## src/rtl/hyperbus_pkg.sv

```systemverilog
// rtl/hyperbus_pkg.sv - shared state encodings, CA layout and pin-control decode for the HyperBus controller
package hyperbus_pkg;

    // One-hot controller states
    typedef enum logic [5:0] {
        ST_IDLE    = 6'b000001,
        ST_CMD     = 6'b000010,
        ST_LAT     = 6'b000100,
        ST_WRITE   = 6'b001000,
        ST_READ    = 6'b010000,
        ST_RECOVER = 6'b100000
    } state_t;

    // Command/address word layout
    localparam int CA_W         = 48;
    localparam int CA_RW_BIT    = 47;
    localparam int CA_AS_BIT    = 46;
    localparam int CA_BURST_BIT = 45;
    localparam int CA_ROW_HI    = 44;
    localparam int CA_ROW_LO    = 16;
    localparam int CA_COL_HI    = 2;
    localparam int CA_COL_LO    = 0;

    // Chip-select high time between transactions
    localparam int RECOVER_CLKS = 2;

    // Pin and handshake controls that depend only on the state
    typedef struct packed {
        logic       cs_n;
        logic       ck_en;
        logic       dq_oe;
        logic       rwds_oe;
        logic [1:0] rwds_o;
        logic       ready;
        logic       busy;
    } pin_ctl_t;

    localparam pin_ctl_t CTL_IDLE = '{cs_n: 1'b1, ck_en: 1'b0, dq_oe: 1'b0, rwds_oe: 1'b0,
                                      rwds_o: 2'b11, ready: 1'b0, busy: 1'b0};

    // Control values to register alongside a transition into state s
    function automatic pin_ctl_t ctl_for(state_t s);
        pin_ctl_t c;
        c = CTL_IDLE;
        case (s)
            ST_CMD: begin
                c.cs_n  = 1'b0;
                c.ck_en = 1'b1;
                c.dq_oe = 1'b1;
                c.busy  = 1'b1;
            end
            ST_LAT, ST_READ: begin
                c.cs_n  = 1'b0;
                c.ck_en = 1'b1;
                c.busy  = 1'b1;
            end
            ST_WRITE: begin
                c.cs_n    = 1'b0;
                c.ck_en   = 1'b1;
                c.dq_oe   = 1'b1;
                c.rwds_oe = 1'b1;
                c.rwds_o  = 2'b00;
                c.ready   = 1'b1;
                c.busy    = 1'b1;
            end
            ST_RECOVER: c.busy = 1'b1;
            default: c = CTL_IDLE;
        endcase
        return c;
    endfunction

endpackage

```

## src/rtl/hyperbus_ca_gen.sv

```systemverilog
// rtl/hyperbus_ca_gen.sv - combinational 48-bit command/address word builder
module hyperbus_ca_gen
    import hyperbus_pkg::*;
#(
    parameter int ADDR_WIDTH = 32
) (
    input  logic [ADDR_WIDTH-1:0] adr,
    input  logic                  rd,
    output logic [CA_W-1:0]       ca
);

    logic [31:0] adr32;

    assign adr32 = 32'(adr);

    // Memory space, linear burst; row/column split of the halfword address
    always_comb begin
        ca                      = '0;
        ca[CA_RW_BIT]           = rd;
        ca[CA_AS_BIT]           = 1'b0;
        ca[CA_BURST_BIT]        = 1'b1;
        ca[CA_ROW_HI:CA_ROW_LO] = adr32[31:3];
        ca[CA_COL_HI:CA_COL_LO] = adr32[2:0];
    end

endmodule

```

## src/rtl/hyperbus_ctrl.sv

```systemverilog
// rtl/hyperbus_ctrl.sv - HyperBus memory controller: CA phase, latency, burst write/read, recovery
// Optional read-wait timeout: define HYPERBUS_CTRL_TIMEOUT_EN.
module hyperbus_ctrl
    import hyperbus_pkg::*;
#(
    parameter int ADDR_WIDTH = 32,
    parameter int DATA_WIDTH = 16,
    parameter int LATENCY    = 6,
    parameter int BURST_LEN  = 2,
    parameter int TIMEOUT    = 255
) (
    input  logic                  hbus_clk,
    input  logic                  hbus_rst_n,
    input  logic [ADDR_WIDTH-1:0] hbus_adr_i,
    input  logic                  hbus_rrq,
    input  logic                  hbus_wrq,
    input  logic [DATA_WIDTH-1:0] hbus_dat_i,
    output logic [DATA_WIDTH-1:0] hbus_dat_o,
    output logic                  hbus_ready,
    output logic                  hbus_valid,
    output logic                  hbus_busy,
    output logic                  hbus_err,
    output logic                  cs_n,
    output logic                  ck_en,
    output logic [DATA_WIDTH-1:0] dq_o,
    output logic                  dq_oe,
    input  logic [DATA_WIDTH-1:0] dq_i,
    input  logic                  dq_i_valid,
    output logic [1:0]            rwds_o,
    output logic                  rwds_oe,
    input  logic                  rwds_i
);

    localparam int WCNT_W = $clog2(BURST_LEN + 1);
    localparam int LCNT_W = $clog2(2 * LATENCY + 1);
    localparam logic [WCNT_W-1:0] WORD_LAST = WCNT_W'(BURST_LEN - 1);
    localparam logic [LCNT_W-1:0] LAT_1X    = LCNT_W'(LATENCY);
    localparam logic [LCNT_W-1:0] LAT_2X    = LCNT_W'(2 * LATENCY);
    localparam logic [LCNT_W-1:0] LAT_ONE   = LCNT_W'(1);
    localparam logic [1:0]        REC_LAST  = 2'(RECOVER_CLKS - 1);

    state_t                state;
    pin_ctl_t              ctl;
    logic [ADDR_WIDTH-1:0] adr_q;
    logic                  rd_q;
    logic [1:0]            phase_cnt;
    logic [LCNT_W-1:0]     lat_cnt;
    logic [WCNT_W-1:0]     word_cnt;
    logic [CA_W-1:0]       ca;

`ifdef HYPERBUS_CTRL_TIMEOUT_EN
    localparam int TCNT_W = $clog2(TIMEOUT + 1);
    localparam logic [TCNT_W-1:0] TO_LAST = TCNT_W'(TIMEOUT - 1);
    logic [TCNT_W-1:0] to_cnt;
    logic              err_q;

    assign hbus_err = err_q;
`else
    assign hbus_err = 1'b0;
`endif

    hyperbus_ca_gen #(
        .ADDR_WIDTH(ADDR_WIDTH)
    ) u_ca_gen (
        .adr(adr_q),
        .rd (rd_q),
        .ca (ca)
    );

    assign cs_n       = ctl.cs_n;
    assign ck_en      = ctl.ck_en;
    assign dq_oe      = ctl.dq_oe;
    assign rwds_oe    = ctl.rwds_oe;
    assign rwds_o     = ctl.rwds_o;
    assign hbus_ready = ctl.ready;
    assign hbus_busy  = ctl.busy;

    // DQ word: CA words in order during CMD, write data passes straight through in WRITE
    always_comb begin
        dq_o = '0;
        if (state == ST_CMD) begin
            case (phase_cnt)
                2'd0:    dq_o = DATA_WIDTH'(ca[47:32]);
                2'd1:    dq_o = DATA_WIDTH'(ca[31:16]);
                default: dq_o = DATA_WIDTH'(ca[15:0]);
            endcase
        end else if (state == ST_WRITE) begin
            dq_o = hbus_dat_i;
        end
    end

    // Transaction sequencer; pin controls are registered together with each state change
    always_ff @(posedge hbus_clk or negedge hbus_rst_n) begin
        if (!hbus_rst_n) begin
            state      <= ST_IDLE;
            ctl        <= CTL_IDLE;
            adr_q      <= '0;
            rd_q       <= 1'b0;
            phase_cnt  <= '0;
            lat_cnt    <= '0;
            word_cnt   <= '0;
            hbus_valid <= 1'b0;
            hbus_dat_o <= '0;
`ifdef HYPERBUS_CTRL_TIMEOUT_EN
            to_cnt     <= '0;
            err_q      <= 1'b0;
`endif
        end else begin
            hbus_valid <= 1'b0;
`ifdef HYPERBUS_CTRL_TIMEOUT_EN
            err_q      <= 1'b0;
`endif
            case (state)
                ST_IDLE: begin
                    if (hbus_rrq || hbus_wrq) begin
                        adr_q     <= hbus_adr_i;
                        rd_q      <= hbus_rrq;
                        phase_cnt <= '0;
                        state     <= ST_CMD;
                        ctl       <= ctl_for(ST_CMD);
                    end
                end
                ST_CMD: begin
                    // Device signals doubled latency by holding RWDS high at the start of CA
                    if (phase_cnt == 2'd0) begin
                        lat_cnt <= rwds_i ? LAT_2X : LAT_1X;
                    end
                    if (phase_cnt == 2'd2) begin
                        phase_cnt <= '0;
                        state     <= ST_LAT;
                        ctl       <= ctl_for(ST_LAT);
                    end else begin
                        phase_cnt <= phase_cnt + 2'd1;
                    end
                end
                ST_LAT: begin
                    if (lat_cnt <= LAT_ONE) begin
                        lat_cnt  <= '0;
                        word_cnt <= '0;
                        state    <= rd_q ? ST_READ : ST_WRITE;
                        ctl      <= ctl_for(rd_q ? ST_READ : ST_WRITE);
                    end else begin
                        lat_cnt <= lat_cnt - LAT_ONE;
                    end
                end
                ST_WRITE: begin
                    if (word_cnt == WORD_LAST) begin
                        word_cnt  <= '0;
                        phase_cnt <= '0;
                        state     <= ST_RECOVER;
                        ctl       <= ctl_for(ST_RECOVER);
                    end else begin
                        word_cnt <= word_cnt + WCNT_W'(1);
                    end
                end
                ST_READ: begin
                    if (dq_i_valid) begin
                        hbus_dat_o <= dq_i;
                        hbus_valid <= 1'b1;
`ifdef HYPERBUS_CTRL_TIMEOUT_EN
                        to_cnt     <= '0;
`endif
                        if (word_cnt == WORD_LAST) begin
                            word_cnt  <= '0;
                            phase_cnt <= '0;
                            state     <= ST_RECOVER;
                            ctl       <= ctl_for(ST_RECOVER);
                        end else begin
                            word_cnt <= word_cnt + WCNT_W'(1);
                        end
                    end
`ifdef HYPERBUS_CTRL_TIMEOUT_EN
                    else if (to_cnt == TO_LAST) begin
                        to_cnt    <= '0;
                        err_q     <= 1'b1;
                        word_cnt  <= '0;
                        phase_cnt <= '0;
                        state     <= ST_RECOVER;
                        ctl       <= ctl_for(ST_RECOVER);
                    end else begin
                        to_cnt <= to_cnt + TCNT_W'(1);
                    end
`endif
                end
                ST_RECOVER: begin
                    if (phase_cnt == REC_LAST) begin
                        phase_cnt <= '0;
                        state     <= ST_IDLE;
                        ctl       <= ctl_for(ST_IDLE);
                    end else begin
                        phase_cnt <= phase_cnt + 2'd1;
                    end
                end
                default: begin
                    state <= ST_IDLE;
                    ctl   <= CTL_IDLE;
                end
            endcase
        end
    end

endmodule

```

## config.mk

```make
export PLATFORM = sky130hd
export DESIGN_NAME = hyperbus_ctrl
export DESIGN_NICKNAME = d
export VERILOG_FILES = /design/src/rtl/hyperbus_pkg.sv /design/src/rtl/hyperbus_ca_gen.sv /design/src/rtl/hyperbus_ctrl.sv
export SDC_FILE = /design/constraint.sdc
export NUM_CORES = 1
export LEC_CHECK = 0
export ABC_AREA = 1
export BUFFER_PORTS_ARGS = -buffer_cell sky130_fd_sc_hd__buf_2
export CAP_MARGIN = 5
export CORE_MARGIN = 4
export CORE_UTILIZATION = 40
export CTS_CLUSTER_DIAMETER = 40
export CTS_CLUSTER_SIZE = 16
export DETAILED_ROUTE_END_ITERATION = 12
export PLACE_DENSITY = 0.74
export SLEW_MARGIN = 25
export SYNTH_ARGS = -nofsm -noshare
export SYNTH_HDL_FRONTEND = slang
export SYNTH_SLANG_ARGS = --single-unit
```

## constraint.sdc

```tcl
create_clock -name hbus_clk -period 1.8 [get_ports hbus_clk]
set_input_delay 0.18 -clock hbus_clk [delete_from_list [all_inputs] [get_ports hbus_clk]]
set_output_delay 0.18 -clock hbus_clk [all_outputs]
set_load 0.02 [all_outputs]
```

======== After elaboration in Yosys (flattened, before gate mapping) ========
Index checks and enable logic that the tools add are counted.
storage, ports and cells
  flip-flop bits (word level) ............. 72
  input bits .............................. 70
  output and inout bits ................... 42
  word-level logic and storage cells ...... 91
operators by class
  $add $sub $neg .......................... 3
  order comparisons ....................... 1
  equality and inequality tests ........... 20
  multiplexer cells ....................... 38
  reductions and logical operators ........ 14
operators with widths
  cell                number
  $mux 8              6
  $pmux 8 s6          1
  $mux 6              6
  $pmux 6 s6          1
  $mux 16             2
  $pmux 16 s2         1
  $mux 2              9
  $mux 4              4
  $pmux 2 s5          1
  $ne 2x2->1 const B  4
  $pmux 4 s2          1
  $eq 5x6->1 const B  1
  $eq 6x1->1 const B  1
  $eq 6x2->1 const B  1
  $eq 6x3->1 const B  1
  $eq 6x4->1 const B  1
  $eq 6x5->1 const B  1
  $eq 6x6->1 const B  1
  $pmux 2 s3          1
  $reduce_and 2->1    3
  $reduce_and 3->1    2
  $eq 5x2->1 const B  1
  $eq 5x3->1 const B  1
  $eq 5x4->1 const B  1
  other kinds (18)    24

======== Logic depth before layout (Yosys ltp) ========
Gate-level depths: netlist of run 1.
  depth after elaboration ................. 6
  gate-level depth with buffers ........... 10
  depth with buffers taken out ............ 10

======== Hierarchy ========
From an unflattened synthesis of run 1, not the netlist that was laid out.
unflattened totals
  cell total of the unflattened synthesis .. 534
  area, all modules ....................... 4149.0 µm²
by module, submodules not included
  module           instances  cells each  area an instance (µm²)  sequential area each (µm²)
  hyperbus_ctrl    1          484         3781.1                  1730.4
  hyperbus_ca_gen  1          50          367.9                   0.0

======== Worst setup path after synthesis of run 1 ========
OpenSTA, ideal clock, no wires.
  path type ............................... flip-flop to output port
  from .................................... reg state[3]
  to ...................................... out dq_o[3]
  arrival ................................. 1.524 ns
  required time ........................... 1.620 ns
  setup slack ............................. 0.096 ns
  cell stages (with the launch flop) ...... 7
  path buffers ............................ 1
  path through ............................ dfrtp_1 nor2_4 nand3_1 nor2_1 buf_2 nand2_1 nand3_1
on the way
  cells in the longest elaborated chain, start to end .. 3
  elaborated cells between the ends (all ways) .. 4
  those cells by class .................... 2 x eq/ne; 2 x mux
ends and longest elaborated chain
  what                    line                  text
  start, declared         hyperbus_ctrl.sv:42   state_t state;
  start signal, assigned  hyperbus_ctrl.sv:140  state <= rd_q ? ST_READ : ST_WRITE;
  $eq 6x4->1              hyperbus_ctrl.sv:87   end else if (state == ST_WRITE) begin
  $mux 16                 hyperbus_ctrl.sv:87
  $mux 16 (*)             hyperbus_ctrl.sv:81   if (state == ST_CMD) begin
  end, declared           hyperbus_ctrl.sv:25   output logic [DATA_WIDTH-1:0] dq_o,
Mark *: on every way between the ends. The rest lies on a longest branch, timed or not.

======== Worst setup path after layout of run 1 ========
  from .................................... reg state[1]
  to ...................................... out dq_o[12]
Same word-level chain as after synthesis.

==> metrics, run 1 <==
status finished with violations; failing checks negative setup slack; Worst setup SP type flop; Hold Fails Final Rpt 0; HP Class in -> reg; Core Region ~8300 um2; vias between 3000 and 4000; DR iter-0 viols 180; post-route non-filler standard cell count around 680; IO Pins between 100 and 150; CTS Buf Count 9; Setup violations, final 16; post-synth top area share between 40% and 50%; Post-Syn Area around 3400 um2; max-slew violations 0; HPWL Detailed just over 6000 um; Longest Clk Path Bufs 2; total track usage between 10% and 20%; TritonRoute pass-1 iters 4; yosys warns 0; RSZ-0062 raised after global routing yes; Setup crit start state[1]; Die ar. just over 10000 um2; Peak supply drop about 0.00071 V; Root Buffer clkbuf_8; post-synth top area cell dfrtp_1; Post-Route WL 9300 um; Worst-Skew Late Latency between 0.3 and 0.4 ns; Synth cell types 32; placed insts about 640; fin crit period a little under 2 ns; Total Nets Final ~640; Avg Inst Size Synth about 8 um2; P_leak 2.61 nW; R2R setup slack about 0.10 ns; setup slack at placement -0.00395 ns; Die W around 100 um; Max-cap violations 0; Final Power between 7 and 8 mW; fill count 742; Layout area overhead 38.4%; PD cells about 1600 nW/um2; largest net degree at the start of global routing between 60 and 70; layout cells sized above 1 39.0%; worst setup margin -0.180 ns; first-pass GRT wire length 14600 um; diode count 0; vias in the first global route ~3200; Worst-path clk slew 0.07 ns; Mapped Cells ~430; IO Port Bufs 110; Setup Skew about 0.0095 ns; Worst EP arrival 1.80 ns; H-tree level count 3; post-route antenna net violation count 0; grt total ovfl 0; path type of the worst setup path reg -> out; Rel. slew slack 63.7%; Die Height 100 um; sequential area share after synthesis about half; vias per cell 4.85; final setup TNS -1.97 ns; drt drc 0; detail-routed net length per standard cell roughly 14 um; period utilization 110%; CP required about 1.6 ns; Worst Path Max Fanout 8; Fmax just over 0.5 GHz; utilization after layout 57.2%; initial core utilization 41.3%; Post-Syn Nets roughly 500; initial antenna violation count 0; Placer Congestion slightly below 0.9; clk sinks 69; Setup crit end kind output port; Seq cells post-synth between 60 and 70; reg2reg start state[4]; Site Rows 33; hold path start dq_i[5]; CTS tree done; synth top area cells dfrtp_1 48%, nand2_1 17%, inv_1 5.9%, nand3_1 3.7%, o21ai_2 3.6%; Worst-Margin Slew roughly 0.54 ns
[repair_timing]
item	CTS	global route
gates cloned	1	4
buffers inserted	7	4
resized for setup	61	21
endpoints found under the setup margin	16	61
hold buffers	1	0
pin swaps	9	4
hold endpoints to repair	14	0
[layout by cell type (no fill, tap or decap), drive strengths merged, types with 3 or more instances in the layout]
master,count
o21ai,45
buf,142
nand2,156
nand3,26
clkbuf,12
a22oi,5
nor2,25
dfrtp,66
clkinvlp,3
or2,6
nand4,3
a21oi,8
dfstp,3
inv,56
[power breakdown]
group	internal [mW]	leakage [nW]	switching, mW	total, mW
combinational	1.46	1.66	2.22	3.68
sequential	2.27	0.857	0.442	2.72
clock	0.674	0.0964	0.577	1.25
[worst paths after layout]
| check | end | cells after the start |
|---|---|---|
| max in group asynchronous | state[3] | 3 |
| min | hbus_dat_o[5] | 3 |
| max reg2reg | state[2] | 11 |
| min in group asynchronous | ck_en | 2 |
| max | dq_o[12] | 9 |
| min reg2reg | cs_n | 2 |
[registers in the layout, summed over array words and instances, names as in the netlist]
name and cells:
hbus_dat_o 16, rd_q 1, word_cnt 2, cs_n 1, hbus_valid 1, rwds_o 1
ck_en 1, dq_oe 1, hbus_busy 1, state 6, adr_q 32, phase_cnt 2
lat_cnt 4
[stage by stage]
stage               hold slack [ns]  area [um2]
finish                       0.0358        4720
global route                 0.0345        4720
CTS                          0.0279        4600
detailed placement            0.170        4130
global placement              0.164        4130
floorplan                    -0.116        3410
[critical path: stages, from the launching register on]
cell and delay (ns):
dfrtp_1 0.45, inv_2 0.07, nor2_4 0.13, nand3_4 0.10, buf_4 0.16, nor2_4 0.12
buf_6 0.15, nand2_1 0.07, nand2_1 0.09, buf_6 0.12
[final cells by class]
cell class	instances	area [um2]	area share, %
Sequential cell	69	1730	36.7
Multi-Input combinational cell	286	1510	31.9
Timing Repair Buffer	143	931	19.7
Inverter	57	220	4.66
Clock buffer	12	145	3.07
Tap cell	105	131	2.78
Clock inverter	4	47.5	1.01
Timing Repair inverter	1	7.51	0.159
[synthesized netlist by cell type (all sizes together)]
cell type  instances
buf               16
xor2               1
nand3b             2
a22o               2
nand4              3
o211ai             1
dfstp              3
nand3             26
nand2            156
o21ai             45
ha                 2
a21boi             1
clkbuf             2
dfrtp             66
nor2              25
or2                2
nor3               1
inv               57
a21oi              8
conb               1
a22oi              5
a221oi             1
[cells by family (layout without fill, tap and decap cells)]
kind of cell | Yosys count | count (layout) | share of synthesized area [%]
compound gates | 63 | 63 | 11.6
xor+xnor | 1 | 1 | 0.257
fa+ha+maj | 2 | 2 | 0.733
buf+inv | 75 | 217 | 10.2
flops | 69 | 69 | 50.7
other cells | 1 | 1 | 0.110
simple gates | 215 | 219 | 26.3
[routing by layer]
layer	vias to the layer above	share of wire (%)	global-route usage (%)
met2	87	49	29.1
met1	1566	44	24.0
met4	0	1.8	6.42
met3	14	4.9	3.54
li1	1614	-	-
met5	-	0	0
No activity file was read; power rests on OpenSTA's default activity.
==> inputs of run 2 (changes only) <==
--- a/config.mk
+++ b/config.mk
@@ -8,6 +8,7 @@
 export ABC_AREA = 1
 export BUFFER_PORTS_ARGS = -buffer_cell sky130_fd_sc_hd__buf_2
 export CAP_MARGIN = 5
+export CORE_ASPECT_RATIO = 0.8
 export CORE_MARGIN = 4
 export CORE_UTILIZATION = 40
 export CTS_CLUSTER_DIAMETER = 40
==> run 2 against run 1 <==
The run still ends with negative setup slack left. Non-clock buffer count up 1. Final cell count up 0.44%. Flip-flop and latch count unchanged. Largest power group unchanged.
==> metrics, run 2 (synthesized netlist as in run 1, its figures left out) <==
CP Buf/Inv Count 3 (-1); HP Class in -> reg; Die Height 90.6 um (-9.7%); Int Power 4.49 mW (+1.8%); Largest Register adr_q; vias 3437 (+4.8%); wire length on met3 855 um (+86%); Worst-Margin Slew 0.527 ns (-0.0144 ns); Max-cap violations 0 (unchanged); IO Pins 112 (unchanged); first-pass GRT wire length 15900 um (+9.0%); Worst Hold End hbus_dat_o[12]; Worst-Skew Late Latency 0.37 ns (+0.03 ns); initial core utilization 42.0% (+0.66 points); family with the most delay on the worst path flip-flops; failing checks negative setup slack; hold path start dq_i[12]; Die W 111 um (+11%); r2r worst-path depth 9 (-2); switching share of power 43.0% (+0.64 points); max incr delay on CP 0.43 ns (-0.02 ns); clk sinks 69 (unchanged); path type of the worst setup path reg -> out; RSZ-0062 raised after global routing yes; Placer Congestion 0.854 (-4.2%); reg2reg start state[1]; Peak supply drop 0.000821 V (+15%); Worst EP arrival 1.80 ns (about the same); R2R setup slack 0.07 ns (-0.03 ns); hold depth 3 (unchanged); Rel. slew slack 64.5% (+0.72 points); HPWL Detailed 6440 um (+4.2%); status finished with violations; Routed met1 length 4250 um (+3.3%); Setup crit end kind output port; Flop pwr share 35.0% (-0.5 points); Worst-path clk slew 0.08 ns (about the same); initial antenna violation count 0 (unchanged); DR iter-0 viols 282 (+57%); TritonRoute pass-1 iters 5 (+1); max-slew violations 0 (unchanged); Crit-path slowest cell dfrtp_1; CTS Buf Count 9 (unchanged); Longest Clk Path Bufs 2 (unchanged); P_leak 2.65 nW (+1.5%); vias per cell 5.05 (+4.3%); Clock Power Share 18.0% (+1.6 points); drt drc 0 (unchanged); Setup crit start state[4]; Setup Skew 0.0135 ns (+0.00403 ns); Total Nets Final 639 (unchanged); Worst setup SP type flop; total track usage 19.4% (+1.5 points); period utilization 110% (-0.17 points); Core Region 8130 um2 (-1.6%); largest registers adr_q (32), hbus_dat_o (16), state (6); most used cell, CP buf_4; cells along the critical path nor2_4 > nand3_4 > inv_4 > nand2_4 > buf_4 > o211ai_1 > buf_4; Root Buffer clkbuf_8; fin crit period 1.98 ns (-0.00298 ns); Hold Fails Final Rpt 0 (unchanged); layout cells sized above 1 39.2% (+0.17 points); Worst Path Max Fanout 4 (-4); Largest register FFs 32 (unchanged); DR WL met2 4950 um (+8.7%); H-tree level count 3 (unchanged); most frequent cells in the layout 143 x nand2_1, 94 x buf_2, 64 x dfrtp_1, 50 x inv_1, 26 x buf_4; NetSw 3.38 mW (+4.5%); commonest non-fill, non-tap cell in the layout nand2_1; Fmax 0.506 GHz (+0.15%); largest net degree at the start of global routing 70 (+4.5%); Site Rows 29 (-12%); fill count 705 (-5.0%); PD cells 1640 nW/um2 (+1.3%); diode count 0 (unchanged); R2R Path End ck_en; CP required 1.62 ns (about the same); Setup violations, final 16 (unchanged); post-route antenna net violation count 0 (unchanged); worst setup margin -0.177 ns (+0.00298 ns); CTS tree done; combinational share of power 47.0% (-1.1 points); grt total ovfl 0 (unchanged); vias in the first global route 3290 (+3.0%); WHS 0.00862 ns (-0.0272 ns); IO Port Bufs 110 (unchanged); Die ar. 10100 um2 (about the same); detail-routed net length per standard cell 15.3 um (+11%); Layout area overhead 40.6%; top routing layer in use met4; Post-Route WL 10400 um (+12%); setup slack at placement 0.0906 ns (+0.0945 ns)
[run 2: final cells by class]
| cell class | instances | area, um2 | area share [%] |
|---|---|---|---|
| clock inverters | 6 | 86.3 | 1.80 |
| well taps | 108 | 135 | 2.82 |
| clock buffers | 10 | 128 | 2.66 |
| inverters | 57 | 221 | 4.62 |
| multi-input cells | 286 | 1530 | 32.0 |
| flip-flops and latches | 69 | 1730 | 36.1 |
| repair buffers | 144 | 961 | 20.0 |
[run 2: worst max path at each step]
stage,cells past startpoint,slack (ns),to
after floorplan,6,0.1,dq_o[3]
after global placement,7,0.14,adr_q[5]
after detailed placement,7,0.09,adr_q[27]
after CTS,9,-0.12,dq_o[1]
after global routing,7,-0.23,dq_o[15]
final,7,-0.18,dq_o[15]
[run 2: metal layers]
metal,vias up,track usage (%)
met5,-,0
met4,0,6.79
met3,33,7.17
met2,158,31.3
met1,1627,24.2
li1,1619,-
[run 2: timing repair]
item / 4_1_cts / 5_1_grt
hold buffers: 5 / 0
gates resized for setup: 60 / 29
pin swaps: 8 / 12
setup endpoints to repair: 16 / 60
hold endpoints to repair: 70 / 0
buffers inserted: 7 / 6
gates cloned: 0 / 5
[run 2: power groups by stage]
stage          sequential, mW  combinational (mW)  clock (mW)
4_1_cts                  2.74                3.40        1.44
2_1_floorplan            2.88                2.01           0
6_report                 2.75                3.70        1.41
3_5_place_dp             2.71                3.07           0
5_1_grt                  2.83                4.06        1.51
3_3_place_gp             2.70                2.97           0
[run 2: through the flow]
stage	std cells	total power, mW	setup TNS (ns)	util (%)	area, um2
floorplan	426	4.89	0	-	3410
detailed placement	642	5.78	0	50.7	4120
CTS	670	7.57	-2.38	57.0	4630
global placement	642	5.67	0	50.7	4120
global route	680	8.40	-2.46	59.0	4800
finish	680	7.87	-1.60	59.0	4800
[run 2: worst register-to-register path: stages (launching register included)]
cell and delay, ns:
dfrtp_1 0.42, buf_4 0.16, nor2_4 0.14, buf_4 0.16
nand3_2 0.18, nand2_2 0.18, a21oi_2 0.09, buf_4 0.16
nand3_1 0.08, nand2_1 0.06
